### src/rtl/tpm_if_arbiter_pkg.sv
// Shared types and constants for the two-requester TPM provider arbiter.
package tpm_if_arbiter_pkg;

    typedef enum logic [2:0] {
        ST_IDLE,
        ST_OWN,
        ST_WR,
        ST_RD,
        ST_RDH
    } state_e;

    localparam logic [7:0] READ_ABORT_BYTE = 8'hFF;

endpackage

### src/rtl/tpm_if_arbiter_rr.sv
// Two-way round-robin picker: on a tie the requester other than `last_i` wins.
module tpm_arb_rr (
    input  logic [1:0] active_i,
    input  logic       last_i,
    output logic [1:0] grant_o
);

    always_comb begin
        grant_o = '0;
        unique case (active_i)
            2'b01:   grant_o = 2'b01;
            2'b10:   grant_o = 2'b10;
            2'b11:   grant_o = last_i ? 2'b01 : 2'b10;
            default: grant_o = '0;
        endcase
    end

endmodule

### src/rtl/tpm_if_arbiter.sv
// Arbitrates LPC (0) and SPI (1) peripherals onto one TPM register data provider,
// with per-requester pending slots and a provider watchdog.
module tpm_if_arbiter
    import tpm_if_arbiter_pkg::*;
#(
    parameter int unsigned TIMEOUT_CYCLES = 1024,
    parameter int unsigned CNT_W          = 11
) (
    input  logic        clk_i,
    input  logic        rst_i,
    input  logic [1:0]  req_active_i,
    input  logic [31:0] req_addr_i,
    input  logic [15:0] req_data_i,
    input  logic [1:0]  req_data_wr_i,
    output logic [1:0]  req_wr_done_o,
    output logic [7:0]  req_data_o,
    input  logic [1:0]  req_data_req_i,
    output logic [1:0]  req_data_rd_o,
    output logic [15:0] p_addr_o,
    output logic [7:0]  p_data_o,
    output logic        p_data_wr_o,
    input  logic        p_wr_done_i,
    input  logic [7:0]  p_data_i,
    input  logic        p_data_rd_i,
    output logic        p_data_req_o,
    output logic [1:0]  grant_o,
    output logic        timeout_o,
    output logic        overflow_o
);

    state_e            state_q;
    logic [1:0]        grant_q;
    logic              last_q;
    logic [1:0]        wr_hist_q, rd_hist_q;
    logic [1:0]        pend_wr_q, pend_rd_q, pend_wr_d, pend_rd_d;
    logic [1:0][15:0]  wr_addr_q, rd_addr_q;
    logic [1:0][7:0]   wr_data_q;
    logic [CNT_W-1:0]  wd_q;
    logic [15:0]       p_addr_q;
    logic [7:0]        p_data_q, rdata_q;
    logic              p_wr_q, p_req_q, timeout_q, overflow_q;
    logic [1:0]        wr_done_q, rd_q;

    logic [1:0] pick, wr_edge, rd_edge, wr_take, rd_take;
    logic       g, serve_wr, serve_rd, wd_exp, ovf_set;

    tpm_arb_rr u_rr (
        .active_i (req_active_i),
        .last_i   (last_q),
        .grant_o  (pick)
    );

    assign g        = grant_q[1];
    assign wr_edge  = req_data_wr_i & ~wr_hist_q;
    assign rd_edge  = req_data_req_i & ~rd_hist_q;
    assign serve_wr = (state_q == ST_OWN) && pend_wr_q[g];
    assign serve_rd = (state_q == ST_OWN) && !pend_wr_q[g] && pend_rd_q[g];
    assign wd_exp   = (wd_q == CNT_W'(TIMEOUT_CYCLES - 1));

    // Every strobe, owner or not, lands in its slot; OWN serves the owner's slots,
    // so a slot freed this cycle can accept a fresh strobe in the same cycle.
    always_comb begin
        pend_wr_d = pend_wr_q;
        pend_rd_d = pend_rd_q;
        wr_take   = '0;
        rd_take   = '0;
        ovf_set   = 1'b0;
        for (int unsigned i = 0; i < 2; i++) begin
            if (grant_q[i] && serve_wr) pend_wr_d[i] = 1'b0;
            if (grant_q[i] && serve_rd) pend_rd_d[i] = 1'b0;
            if (wr_edge[i]) begin
                if (pend_wr_d[i]) ovf_set = 1'b1;
                else begin
                    pend_wr_d[i] = 1'b1;
                    wr_take[i]   = 1'b1;
                end
            end
            if (rd_edge[i]) begin
                if (pend_rd_d[i]) ovf_set = 1'b1;
                else begin
                    pend_rd_d[i] = 1'b1;
                    rd_take[i]   = 1'b1;
                end
            end
            if (!req_active_i[i] && !grant_q[i]) begin
                pend_wr_d[i] = 1'b0;
                pend_rd_d[i] = 1'b0;
            end
        end
    end

    always_ff @(posedge clk_i or posedge rst_i) begin
        if (rst_i) begin
            state_q    <= ST_IDLE;
            grant_q    <= '0;
            last_q     <= 1'b1;
            wr_hist_q  <= '0;
            rd_hist_q  <= '0;
            pend_wr_q  <= '0;
            pend_rd_q  <= '0;
            wr_addr_q  <= '0;
            rd_addr_q  <= '0;
            wr_data_q  <= '0;
            wd_q       <= '0;
            p_addr_q   <= '0;
            p_data_q   <= '0;
            rdata_q    <= '0;
            p_wr_q     <= 1'b0;
            p_req_q    <= 1'b0;
            timeout_q  <= 1'b0;
            overflow_q <= 1'b0;
            wr_done_q  <= '0;
            rd_q       <= '0;
        end else begin
            wr_hist_q <= req_data_wr_i;
            rd_hist_q <= req_data_req_i;
            pend_wr_q <= pend_wr_d;
            pend_rd_q <= pend_rd_d;
            wr_done_q <= '0;
            timeout_q <= 1'b0;
            if (ovf_set) overflow_q <= 1'b1;
            for (int unsigned i = 0; i < 2; i++) begin
                if (wr_take[i]) begin
                    wr_addr_q[i] <= req_addr_i[16*i +: 16];
                    wr_data_q[i] <= req_data_i[8*i +: 8];
                end
                if (rd_take[i]) rd_addr_q[i] <= req_addr_i[16*i +: 16];
            end

            case (state_q)
                ST_IDLE: begin
                    if (|req_active_i) begin
                        grant_q <= pick;
                        state_q <= ST_OWN;
                    end
                end
                ST_OWN: begin
                    if (serve_wr) begin
                        p_addr_q <= wr_addr_q[g];
                        p_data_q <= wr_data_q[g];
                        p_wr_q   <= 1'b1;
                        wd_q     <= '0;
                        state_q  <= ST_WR;
                    end else if (serve_rd) begin
                        p_addr_q <= rd_addr_q[g];
                        p_req_q  <= 1'b1;
                        wd_q     <= '0;
                        state_q  <= ST_RD;
                    end else if (!req_active_i[g]) begin
                        last_q  <= g;
                        grant_q <= '0;
                        state_q <= ST_IDLE;
                    end
                end
                ST_WR: begin
                    if (p_wr_done_i || wd_exp) begin
                        p_wr_q       <= 1'b0;
                        timeout_q    <= !p_wr_done_i;
                        wr_done_q[g] <= req_active_i[g];
                        state_q      <= ST_OWN;
                    end else begin
                        wd_q <= wd_q + 1'b1;
                    end
                end
                ST_RD: begin
                    if (p_data_rd_i || wd_exp) begin
                        p_req_q   <= 1'b0;
                        timeout_q <= !p_data_rd_i;
                        // A requester whose frame already ended gets no read strobe.
                        if (req_active_i[g]) begin
                            rdata_q <= p_data_rd_i ? p_data_i : READ_ABORT_BYTE;
                            rd_q[g] <= 1'b1;
                            state_q <= ST_RDH;
                        end else begin
                            state_q <= ST_OWN;
                        end
                    end else begin
                        wd_q <= wd_q + 1'b1;
                    end
                end
                ST_RDH: begin
                    if (!req_data_req_i[g] || !req_active_i[g]) begin
                        rd_q    <= '0;
                        state_q <= ST_OWN;
                    end
                end
                default: state_q <= ST_IDLE;
            endcase
        end
    end

    assign req_wr_done_o = wr_done_q;
    assign req_data_o    = rdata_q;
    assign req_data_rd_o = rd_q;
    assign p_addr_o      = p_addr_q;
    assign p_data_o      = p_data_q;
    assign p_data_wr_o   = p_wr_q;
    assign p_data_req_o  = p_req_q;
    assign grant_o       = grant_q;
    assign timeout_o     = timeout_q;
    assign overflow_o    = overflow_q;

endmodule

### config.mk
export PLATFORM = sky130hd
export DESIGN_NAME = tpm_if_arbiter
export DESIGN_NICKNAME = d
export VERILOG_FILES = /design/src/rtl/tpm_if_arbiter_pkg.sv /design/src/rtl/tpm_if_arbiter_rr.sv /design/src/rtl/tpm_if_arbiter.sv
export SDC_FILE = /design/constraint.sdc
export NUM_CORES = 1
export LEC_CHECK = 0
export BUFFER_PORTS_ARGS = -buffer_cell sky130_fd_sc_hd__buf_2
export CAP_MARGIN = 20
export CORE_UTILIZATION = 55
export DETAILED_ROUTE_END_ITERATION = 6
export PLACE_DENSITY = 0.89
export SLEW_MARGIN = 20
export SYNTH_ARGS = -nofsm -noshare
export SYNTH_HDL_FRONTEND = slang
export SYNTH_SLANG_ARGS = --single-unit
### constraint.sdc
create_clock -name clk_i -period 9.7 [get_ports clk_i]
set_clock_uncertainty 0.2 [all_clocks]
set_input_delay 1.94 -clock clk_i [delete_from_list [all_inputs] [get_ports clk_i]]
set_output_delay 1.94 -clock clk_i [all_outputs]
set_load 0.01 [all_outputs]
==> metrics.txt <==
Reg2Reg Setup Slack=6000 ps; Critical path destination=wr_addr_q[3]; highest metal used=met4; Overflow after GRT=0; die area=0.0120 mm^2; most frequent cell after synthesis=dfrtp_1; crit-path leading delay family=simple AND/OR/NAND/NOR gates; most frequent cells after synthesis=dfrtp_1 (144), mux2_2 (96), a21oi_1 (23); CP endpoint kind=register; Worst-Skew Late Latency=between 400 and 500 ps; slew at the pin closest to its max-slew limit=1030 ps; Synth warnings=0; Via Count=4,406; Ant. Diodes=0; share of cells above drive strength 1=45.5%; # hold bufs at CTS=0; Routed Antenna Nets=0; worst vdd ir=0.162 mV; CTS resizes=0; Max-Cap Viols=0; CTS Root Cell=clkbuf_16; Post-synth ARST share=between 90% and 100%; post-layout net count=636; register area share after synthesis=between 50% and 60%; I/O pin cnt=108; Primary FF master, synth=dfrtp_1; Starting Density=57.6%; Critical path buffers and inverters=0; RSZ-0062 raised after global routing=false; Critical Path Max Stage Delay=810 ps; fmax=270 MHz; sequential cell area=0.00363 mm^2; core area=0.0110 mm^2; FF-to-FF Start=state_q[0]; crit-path cells=or3b_1, nor2_4, nand2_2, a21oi_4, mux2_2; initial antenna violation count=0; setup TNS=0 ps; CTS buffer count=17; critical path's slowest cell=nor2_4; syn avg cell area=approximately 14 um^2; vias in the first global route=4,595; row count=38; status=complete, no violations; global-route wire length before repair=23,900 um; crit-path max FO=34; Tcrit/Tclk final=38.1%; startpoint types=register; Routed WL per cell=20.8 um; CP arrival=3800 ps; Setup Buffers After CTS=0; final cell count without fillers=between 700 and 800; Setup Viol. Count Final=0; DP HPWL=8940 um; final core occ=68.8%; Leakage=0.00337 uW; final hold violation count=0; CTS max path bufs=2; flops & latches, synth=approximately 150; Rel. slew slack=30.9%; Hold Path Class=reg -> reg; Tmin final=3700 ps; RR Endpoint=wr_addr_q[3]; met1 WL=5900 um; cell area after synthesis=0.00636 mm^2; crit path launch=state_q[0]; top cells by area, synth=dfrtp_1 (57%), mux2_2 (17%), mux4_2 (5.7%); CP Depth=5; PortBufs=107; Worst Path Required=9800 ps; Initial DRT Pass Iterations=6; Die X-Extent=110 um; Slew Limit Fails=0; largest net degree at the start of global routing=76; Unique masters post-synth=55; met2 WL=7850 um; drt initial violations=~340; post-synth top area share=56.7%; EDFF count, synth=0; leading area contributor after synthesis=dfrtp_1; Synth-to-Final Area Change=19.4%; clk sinks=145; total chip power=2520 uW; metal3 WL=approximately 870 um; syn_nets=530; clock slew at reported path FFs=60 ps; htree depth=4; Pwr Density=332 mW/mm^2; Die H=approximately 110 um; Mapped Cells=about 460; kind of critical path=reg -> reg; TritonCTS clock tree=done; dpl cells=690; Fill cells=715; final WL=15,000 um; Vias/cell=roughly 6; final hold slack=272 ps; Routability Congestion=0.862; Total Routing Usage GR=27.4%; worst r2r path cells=5; footprint of the multi-input gates=approximately 0.0026 mm^2; Residual DRC=0
worst reg2reg max path: cells and delay by family (launching register included):
| kind | cells | cell delay [ps] |
|---|---|---|
| simple gates | 3 | 1510 |
| flops | 1 | 630 |
| mux | 1 | 460 |
| compound gates | 1 | 780 |
placed cells by master, fill, tap and decap left out, types with 6 or more instances in the layout:
cell and instances:
a21oi_1 22, buf_2 107, clkbuf_16 17, dfrtp_1 144, inv_1 8, mux2_2 96, mux2i_1 12, mux4_2 16
nand2_1 18, nand2b_1 11, nor2_1 21, o21ai_0 6, o22a_1 8, or4_1 6
power breakdown:
part | total, uW | switching, uW | leakage [uW] | internal (uW)
Clock | 676 | 246 | 0.000306 | 430
Combinational | 838 | 415 | 0.00134 | 424
Sequential | 1010 | 161 | 0.00173 | 846
Total | 2520 | 822 | 0.00337 | 1700
layer usage:
metal	vias to the layer above	track usage [%]
met5	-	0
met4	0	12.8
met3	45	7.17
met2	183	45.0
met1	2258	34.0
li1	1920	-
state kept, by name (all words and copies together) (netlist names), 3 cells and up:
signal	flops
p_addr_o	16
p_data_o	8
rd_addr_q	32
req_data_o	8
state_q	3
wd_q	11
wr_addr_q	32
wr_data_q	16
metrics by stage:
stage	cell area [um^2]	worst slack [ps]
floorplan	6360	3670
global placement	6980	5780
detailed placement	6980	5640
CTS	7590	5970
global route	7590	5880
finish	7590	6000
cell type report:
cell class              count  area share, %
clock buffers              22           6.38
clock inverters            10           1.73
well taps                 140           2.31
inverters                   9          0.511
repair buffers            111           7.45
flip-flops and latches    145           47.8
multi-input cells         285           33.8
worst min path at each step:
stage	from	to	slack (ps)	depth (start not counted)
finish	p_data_wr_o	p_data_wr_o	270	1
global route	wd_q[10]	wd_q[10]	300	1
CTS	p_data_wr_o	p_data_wr_o	280	1
detailed placement	wd_q[10]	wd_q[10]	270	1
global placement	p_data_wr_o	p_data_wr_o	260	1
floorplan	wd_q[10]	wd_q[10]	250	1
logic make-up after synthesis:
family                   synth area share [%]
AO/OA/AOI/OAI                            8.15
flip-flops                               57.1
adder cells (fa/ha/maj)                 0.197
buffers and inverters                    2.85
multiplexers                             24.6
AND/OR/NAND/NOR                          7.14
Note: power is estimated with default switching activity, not from simulation.
